==> src/rtl/tape_controller_pkg.sv <==
// Shared definitions for the tape controller: command bit positions,
// FSM state encoding and the command-to-action decoder.
package tape_controller_pkg;

  localparam int CMD_W      = 8;
  localparam int CMD_PC_INC = 0;
  localparam int CMD_PC_DEC = 1;
  localparam int CMD_X_INC  = 2;
  localparam int CMD_X_DEC  = 3;
  localparam int CMD_A_INC  = 4;
  localparam int CMD_A_DEC  = 5;
  localparam int CMD_PUT    = 6;
  localparam int CMD_GET    = 7;

  typedef enum logic [2:0] {
    CLEAR,
    IDLE,
    WRBACK,
    RDREQ,
    RDCAP,
    PUT_W,
    GET_W
  } state_t;

  typedef enum logic [2:0] {
    ACT_NONE,
    ACT_A_INC,
    ACT_A_DEC,
    ACT_X_INC,
    ACT_X_DEC,
    ACT_PUT,
    ACT_GET
  } action_t;

  // Pick the single action a command requests. A pair with both INC and DEC
  // set cancels itself and therefore does not block a lower-priority action.
  function automatic action_t decode_action(input logic [CMD_W-1:0] cmd);
    action_t act;
    act = ACT_NONE;
    if (cmd[CMD_GET])
      act = ACT_GET;
    else if (cmd[CMD_PUT])
      act = ACT_PUT;
    else if (cmd[CMD_X_INC] != cmd[CMD_X_DEC])
      act = cmd[CMD_X_INC] ? ACT_X_INC : ACT_X_DEC;
    else if (cmd[CMD_A_INC] != cmd[CMD_A_DEC])
      act = cmd[CMD_A_INC] ? ACT_A_INC : ACT_A_DEC;
    return act;
  endfunction

endpackage

==> src/rtl/tape_controller_cache.sv <==
// tape_cell_cache: holds the cached cell A, head position X, the dirty bit
// and the clear counter, and drives the SRAM port for the clear sweep,
// write-back and read-refill sequences selected by the controller state.
module tape_cell_cache
  import tape_controller_pkg::*;
#(
  parameter int ADDR_W = 8,
  parameter int DATA_W = 8
) (
  input  logic              clk,
  input  logic              rst,
  input  state_t            state,
  input  action_t           action,
  input  logic              load_en,
  input  logic [DATA_W-1:0] load_data,
  input  logic [DATA_W-1:0] mem_rdata,
  output logic [DATA_W-1:0] a,
  output logic              dirty,
  output logic              clear_last,
  output logic [ADDR_W-1:0] mem_addr,
  output logic [DATA_W-1:0] mem_wdata,
  output logic              mem_we,
  output logic              mem_re
);

  logic [ADDR_W-1:0] x;
  logic [ADDR_W-1:0] old_x;
  logic [ADDR_W-1:0] clr_cnt;

  assign clear_last = &clr_cnt;

  // Cache registers: A/X/dirty updates and the clear sweep counter.
  // NOTE: the external SRAM is never reset; its contents are zeroed by the
  // CLEAR sweep instead, so only these few control registers need a reset.
  always_ff @(posedge clk or posedge rst) begin
    if (rst) begin
      a       <= '0;
      x       <= '0;
      old_x   <= '0;
      dirty   <= 1'b0;
      clr_cnt <= '0;
    end else begin
      // NOTE: sequential state uses non-blocking assignments so every
      // register samples the pre-edge values of the others.
      case (state)
        CLEAR: clr_cnt <= clr_cnt + ADDR_W'(1);
        IDLE: begin
          case (action)
            ACT_A_INC: begin
              a     <= a + DATA_W'(1);
              dirty <= 1'b1;
            end
            ACT_A_DEC: begin
              a     <= a - DATA_W'(1);
              dirty <= 1'b1;
            end
            ACT_X_INC: begin
              old_x <= x;
              x     <= x + ADDR_W'(1);
            end
            ACT_X_DEC: begin
              old_x <= x;
              x     <= x - ADDR_W'(1);
            end
            default: ;
          endcase
        end
        WRBACK: dirty <= 1'b0;
        RDCAP:  a <= mem_rdata;
        GET_W: begin
          if (load_en) begin
            a     <= load_data;
            dirty <= 1'b1;
          end
        end
        default: ;
      endcase
    end
  end

  // SRAM port: zero sweep in CLEAR, write-back of the old cell, refill read.
  always_comb begin
    // NOTE: every output gets a default first so no path infers a latch.
    mem_addr  = x;
    mem_wdata = a;
    mem_we    = 1'b0;
    mem_re    = 1'b0;
    case (state)
      CLEAR: begin
        mem_addr  = clr_cnt;
        mem_wdata = '0;
        mem_we    = ~rst;   // no write while reset is still asserted
      end
      WRBACK: begin
        mem_addr = old_x;
        mem_we   = 1'b1;
      end
      RDREQ: mem_re = 1'b1;
      default: ;
    endcase
  end

endmodule

==> src/rtl/tape_controller.sv <==
// tape_controller: control-unit FSM, program counter and the PUT/GET
// valid/ready handshakes; the tape cell cache lives in tape_cell_cache.
module tape_controller
  import tape_controller_pkg::*;
#(
  parameter int ADDR_W = 8,
  parameter int DATA_W = 8,
  parameter int PC_W   = 8
) (
  input  logic              Clock,
  input  logic              Reset,
  input  logic [CMD_W-1:0]  Command,
  output logic              IOReady,
  output logic              ZeroFlag,
  output logic [PC_W-1:0]   Prog_Addr,
  output logic [ADDR_W-1:0] Mem_Addr,
  output logic [DATA_W-1:0] Mem_WData,
  output logic              Mem_We,
  output logic              Mem_Re,
  input  logic [DATA_W-1:0] Mem_RData,
  output logic [DATA_W-1:0] Out_Data,
  output logic              Out_Valid,
  input  logic              Out_Ready,
  input  logic [DATA_W-1:0] In_Data,
  input  logic              In_Valid,
  output logic              In_Ready
);

  state_t            state;
  state_t            state_next;
  action_t           action;
  logic [PC_W-1:0]   pc;
  logic [DATA_W-1:0] a;
  logic              dirty;
  logic              clear_last;
  logic              load_en;

  // Command is only meaningful while idle.
  assign action    = (state == IDLE) ? decode_action(Command) : ACT_NONE;
  assign Prog_Addr = pc;
  assign Out_Data  = a;
  assign ZeroFlag  = (a == '0);

  // State register; reset restarts the clear sweep from any state.
  always_ff @(posedge Clock or posedge Reset) begin
    if (Reset) state <= CLEAR;
    else       state <= state_next;
  end

  // Program counter moves with every command sampled in IDLE.
  always_ff @(posedge Clock or posedge Reset) begin
    if (Reset) begin
      pc <= '0;
    end else if (state == IDLE) begin
      if (Command[CMD_PC_INC] && !Command[CMD_PC_DEC])
        pc <= pc + PC_W'(1);
      else if (Command[CMD_PC_DEC] && !Command[CMD_PC_INC])
        pc <= pc - PC_W'(1);
    end
  end

  // Next-state and handshake outputs.
  always_comb begin
    state_next = state;
    IOReady    = 1'b0;
    Out_Valid  = 1'b0;
    In_Ready   = 1'b0;
    load_en    = 1'b0;
    case (state)
      CLEAR: if (clear_last) state_next = IDLE;
      IDLE: begin
        IOReady = 1'b1;
        case (action)
          ACT_X_INC, ACT_X_DEC: state_next = dirty ? WRBACK : RDREQ;
          ACT_PUT:              state_next = PUT_W;
          ACT_GET:              state_next = GET_W;
          default: ;
        endcase
      end
      WRBACK: state_next = RDREQ;
      RDREQ:  state_next = RDCAP;
      RDCAP:  state_next = IDLE;
      PUT_W: begin
        Out_Valid = 1'b1;
        if (Out_Ready) state_next = IDLE;
      end
      GET_W: begin
        In_Ready = 1'b1;
        if (In_Valid) begin
          load_en    = 1'b1;
          state_next = IDLE;
        end
      end
      default: state_next = CLEAR;
    endcase
  end

  tape_cell_cache #(
    .ADDR_W (ADDR_W),
    .DATA_W (DATA_W)
  ) u_cache (
    .clk        (Clock),
    .rst        (Reset),
    .state      (state),
    .action     (action),
    .load_en    (load_en),
    .load_data  (In_Data),
    .mem_rdata  (Mem_RData),
    .a          (a),
    .dirty      (dirty),
    .clear_last (clear_last),
    .mem_addr   (Mem_Addr),
    .mem_wdata  (Mem_WData),
    .mem_we     (Mem_We),
    .mem_re     (Mem_Re)
  );

endmodule

==> config.mk <==
export PLATFORM = sky130hd
export DESIGN_NAME = tape_controller
export DESIGN_NICKNAME = d
export VERILOG_FILES = /design/src/rtl/tape_controller_pkg.sv /design/src/rtl/tape_controller_cache.sv /design/src/rtl/tape_controller.sv
export SDC_FILE = /design/constraint.sdc
export NUM_CORES = 1
export LEC_CHECK = 0
export BUFFER_PORTS_ARGS = -buffer_cell sky130_fd_sc_hd__buf_2
export CAP_MARGIN = 5
export CORE_MARGIN = 4
export CORE_UTILIZATION = 49
export DETAILED_ROUTE_END_ITERATION = 8
export PLACE_DENSITY_LB_ADDON = 0.3
export SYNTH_ARGS = -nofsm -noshare
export SYNTH_HDL_FRONTEND = slang
export SYNTH_SLANG_ARGS = --single-unit
export TNS_END_PERCENT = 30
==> constraint.sdc <==
create_clock -name Clock -period 3.2 [get_ports Clock]
set_input_delay 0.32 -clock Clock [delete_from_list [all_inputs] [get_ports Clock]]
set_output_delay 0.32 -clock Clock [all_outputs]
set_load 0.01 [all_outputs]
======== Word-level counts from Yosys, hierarchy flattened ========
Cells that the tools add are included.
Widths: inputs -> output; s select.
word-level totals
  bits in registers ....................... 44
  input port bits ......................... 28
  output and inout port bits .............. 38
cells by class
  muxes and demuxes ....................... 31
  eq/ne operators ......................... 21
  add/sub/neg operators ................... 7
  reduce and logical (&&, ||, !) cells .... 19
  bitwise logic cells ..................... 1
operators with widths
  kind                 count
  $pmux 8 s2           3
  $add 8x1->8 const B  4
  $mux 8               4
  $mux 3               8
  $pmux 8 s3           1
  $sub 8x1->8 const B  3
  $pmux 3 s7           1
  $eq 3x3->1 const B   6
  $eq 3x2->1 const B   4
  $ne 2x2->1 const B   5
  $mux 1               9
  $pmux 3 s3           1
  $logic_not 8->1      1
  $reduce_and 8->1     1
  $eq 3x1->1 const B   2
  $reduce_and 2->1     3
  $reduce_and 3->1     2
  $reduce_bool 3->1    2
  $mux 2               2
  $ne 4x2->1 const B   1
  $reduce_and 4->1     1
  $reduce_bool 2->1    2
  $reduce_or 2->1      2
  $logic_not 3->1      1
  7 further kinds      10

======== Logic depth before layout (Yosys ltp) ========
  depth in word-level cells ............... 10
  gate-level depth with buffers ........... 13

======== Modules after synthesis ========
Synthesis repeated with hierarchy kept, for this count alone.
unflattened totals
  cells, all modules ...................... 373
  area total of the unflattened synthesis .. 3184.3 um^2
by module, submodules not included
  module           cells each  seq. area each (um^2)  instances  area each (um^2)
  tape_cell_cache  260         825.8                  1          2213.4
  tape_controller  113         275.3                  1          970.9

======== Worst setup path before layout ========
OpenSTA, ideal clock, no wires.
  path type ............................... input-to-reg
  start ................................... input port Command[2]
  end ..................................... register u_cache.x[7]
  required time ........................... 3.078 ns
  arrival time ............................ 2.786 ns
  path slack .............................. 0.292 ns
  cell stages on the path ................. 13
  setup time .............................. 0.122 ns
  path buffers ............................ 0
  cells stage by stage .................... inv_1 > ha_1 > nor2b_1 > a311oi_1 > nand3_1 > inv_1 > ha_1 > a21oi_1 > o211ai_1 > o41ai_1 > xor2_1 > nand2_1 > xnor2_1
between the ends
  cells in the longest elaborated chain, start to end .. 8
ends and longest elaborated chain
  element                                   RTL line                                              RTL
  from (decl)                               tape_controller.sv:12                                 input logic [CMD_W-1:0] Command,
  $mux 3 or $ne 1x1->1 (tied branches)      tape_controller_pkg.sv:45, tape_controller_pkg.sv:44
  $mux 3 *                                  tape_controller_pkg.sv:44                             else if (cmd[CMD_X_INC] != cmd[CMD_X_DEC])
  $mux 3 *                                  tape_controller_pkg.sv:42                             else if (cmd[CMD_PUT])
  $mux 3 *                                  tape_controller_pkg.sv:40                             if (cmd[CMD_GET])
  $mux 3 *                                  tape_controller.sv:39                                 assign action = (state == IDLE) ? decode_action(Command) : ACT_NONE;
  $eq 3x2->1 or $eq 3x3->1 (tied branches)  tape_controller_cache.sv:48                           case (action)
  $reduce_bool 2->1 (no line)               -
  $reduce_and 2->1 (no line)                -
  to (signal assigned)                      tape_controller_cache.sv:59                           x <= x + ADDR_W'(1);
  to (signal assigned)                      tape_controller_cache.sv:63                           x <= x - ADDR_W'(1);
  to (decl)                                 tape_controller_cache.sv:26                           logic [ADDR_W-1:0] x;
Every way passes the cells marked *; elsewhere a longest branch is shown, timed or not.
A chain may end at the register's enable or synchronous reset.

======== Final worst setup path ========
  start ................................... input port Command[2]
  end ..................................... register u_cache.x[6]
The elaborated chain is that of the path after synthesis.

==> flow_summary.ini <==
[run_status]
status = finished clean

[global_route]
grt_util_all_layers_pct = 19.30
grt_pass1_vias = 2605
grt_max_degree = 39
overflow = 0
antenna_found_initial = 0
grt_pass1_wl_um = 12120

[worst_setup_path]
crit_type = in2reg
crit_arrival_ns = 3.12
rr_startpoint = state[2]
crit_path_end_kind = flip-flop
worstReg2RegEnd = u_cache.x[6]
cp.required_ns = 3.41
cp-start-kind = input pin
rr_worst_depth = 11
r2r_slack_ns = 0.37
crit_path_max_fanout = 5

[logic_synthesis]
synth_top_family_by_area = simple AND/OR/NAND/NOR gates
yosys_register_bits = 44
synth_xor_area_share_pct = 6.731
netlist_area_mm2 = 0.003234
synth_seq_area_share_pct = 34.04
synthAdderAreaFrac_pct = 9.981
yosysWarningCount = 0
syn_inst = 355
synthSimpleGateAreaFrac_pct = 17.64
synth_compound_area_share_pct = 16.63
syn_area_per_cell_um2 = 9.111
synthDistinctLibCells = 60
ys.flop_type = dfrtp_1
syn-num-nets = 407
synth.area.top_cells = dfrtp_1 (34%), ha_1 (8.1%), mux2i_1 (5.3%)
yosysTopAreaCell = dfrtp_1
synth.area.mux_share_pct = 10.14
ys_async_sr_fraction_pct = 100.0
synth-edff-count = 0
synth_top_area_share_pct = 34.04

[clock_tree]
cts_made_buffers = 5
insertion_delay_ns = 0.30
clockRootBuffer = clkbuf_8
cts.sinks = 44
h-tree-depth = 2
cts.path.max_buffers = 2
clk_pin_slew_worst_paths_ns = 0.09
cts_tree = built

[detailed_routing]
wl_per_cell_um = 14.96
drt_wl_total_um = 7524
routed_via_density = 5.447
vias = 2740
drtIter0Drc = 120
dr.pass1.iters = 4
drc = 0
ant_nets = 0

[worst_hold_path]
min_to = u_cache.a[0]
hp-class = in2reg
min_from = Mem_RData[0]
hold_depth = 3

[sta]
hold_viol_final = 0
min_period_ns = 2.912
min_period_over_period_pct = 90.99
rsz0062_at_grt = false
slew_headroom_pct = 59.26
worstMarginPinSlew_ns = 0.6110
fmax_mhz = 343.4
whs_ns = 0.3454
clock_skew_ns = 0.01283
drv_slew = 0
setup-tns-final_ns = 0
finalSetupViolations = 0

[layout]
final_common_cell = buf_2
layout.cells.non_filler = 503
design_area_mm2 = 0.003802
drive_above_1_share_pct = 25.35
syn2layout_area_growth_pct = 17.56
final_cell_mix = buf_2 (65), dfrtp_1 (44), nand2_1 (35)
antennaDiodeCount = 0
final_net_count = 477
fin_util_pct = 59.54

[placed_design]
gp_congestion = 0.8295
dpl_cell_area_mm2 = 0.003650
port_buffers = 65
dp_hpwl_um = 5745
placed_cells = 492

[floorplanning]
die_x_um = 89.25
start_util_pct = 50.65
die_h_um = 89.25
ioPinCount = 66
core_mm2 = 0.006386
dieArea_mm2 = 0.007965
row_count = 29

[power]
ir_worst_vdd_v = 0.0004794
leakagePower_uw = 0.001802
powerDensity_mw_per_mm2 = 910.1

[run]
maxCapViolCount = 0
area by class of cell:
| type | instances | area (µm²) |
|---|---|---|
| Timing Repair Buffer | 77 | 417.9 |
| Sequential cell | 44 | 1101 |
| Fill cell | 589 | 2584 |
| Clock buffer | 6 | 82.58 |
| Clock inverter | 2 | 38.79 |
| Multi-Input combinational cell | 275 | 1983 |
| Tap cell | 77 | 96.34 |
| Inverter | 22 | 82.58 |
worst max path at each step:
stage / start / endpoint / slack (ns) / cells past startpoint
final: Command[2] / u_cache.x[6] / 0.29 / 14
after global routing: Command[2] / u_cache.x[6] / 0.07 / 14
after CTS: Command[2] / u_cache.x[6] / 0.09 / 14
after detailed placement: Command[2] / u_cache.x[6] / -0.26 / 14
after global placement: Command[2] / u_cache.x[7] / 0.13 / 14
after floorplan: Command[2] / u_cache.x[7] / 0.29 / 13
cell families after synthesis:
group | Yosys count
xor gates and xnor gates | 24
adders and majority gates | 24
muxes | 30
DFF | 44
AOI/OAI and AO/OA | 86
and+or+nand+nor | 111
buffers and inverters | 36
flip-flops by register name, indices dropped and copies added, names as in the netlist:
| register | flops |
|---|---|
| u_cache.old_x | 8 |
| state | 3 |
| u_cache.a | 8 |
| u_cache.clr_cnt | 8 |
| u_cache.dirty | 1 |
| Prog_Addr | 8 |
| u_cache.x | 8 |
through the flow:
stage	setup WS [ns]	power, µW
finish	0.2883	3460
global route	0.07257	3766
CTS	0.09218	3475
detailed placement	-0.2636	3006
global placement	0.1275	2949
floorplan	0.2920	2419
routing by layer:
layer  vias up  part of all wire (%)  global-route usage [%]
met5         -                     0                       0
met4         0                   1.2                   5.007
met3         8                   4.3                   3.318
met2        46                    49                   32.48
met1      1293                    46                   25.75
li1       1393                     -                       -
synth_stat cells, types with 2 or more instances:
cell,n
dfrtp_1,44
nand2_1,35
o21ai_0,34
nor2_1,24
ha_1,21
inv_1,19
xnor2_1,18
mux2i_1,17
a21oi_1,15
nor2b_1,10
mux2_2,9
nand3_1,8
clkbuf_1,6
nand2b_1,6
buf_2,5
nand4_1,5
xor2_1,5
a21o_1,4
a31oi_1,4
nor3_1,4
o31ai_1,4
a211oi_1,3
fa_1,3
inv_2,3
mux2_1,3
o211ai_1,3
or3_1,3
a21boi_0,2
and2_1,2
and3b_1,2
buf_4,2
o311a_1,2
or2_2,2
or4_1,2
worst max-delay path: stages:
cell and delay [ns]:
buf_2 0.09, inv_1 0.04, ha_1 0.36, and3b_1 0.22, o31ai_1 0.27, nand3_1 0.19, buf_4 0.18, fa_1 0.41
nor2b_1 0.17, o21ai_1 0.10, a21boi_0 0.26, o21ai_0 0.14, nor3b_1 0.16, o31ai_1 0.20
power by group:
group / internal (µW) / switching (µW) / total (µW)
Clock: 255 / 201 / 457
Sequential: 788 / 243 / 1030
Combinational: 884 / 1090 / 1970
timing repair:
| action | 4_1_cts | 5_1_grt |
|---|---|---|
| endpoints found under the setup margin | 0 | 2 |
| resized for setup | 0 | 3 |
| hold endpoints to repair | 6 | 0 |
| hold buffers | 1 | 0 |
| buffers inserted | 0 | 2 |
Note: power is estimated with default switching activity, not from simulation.
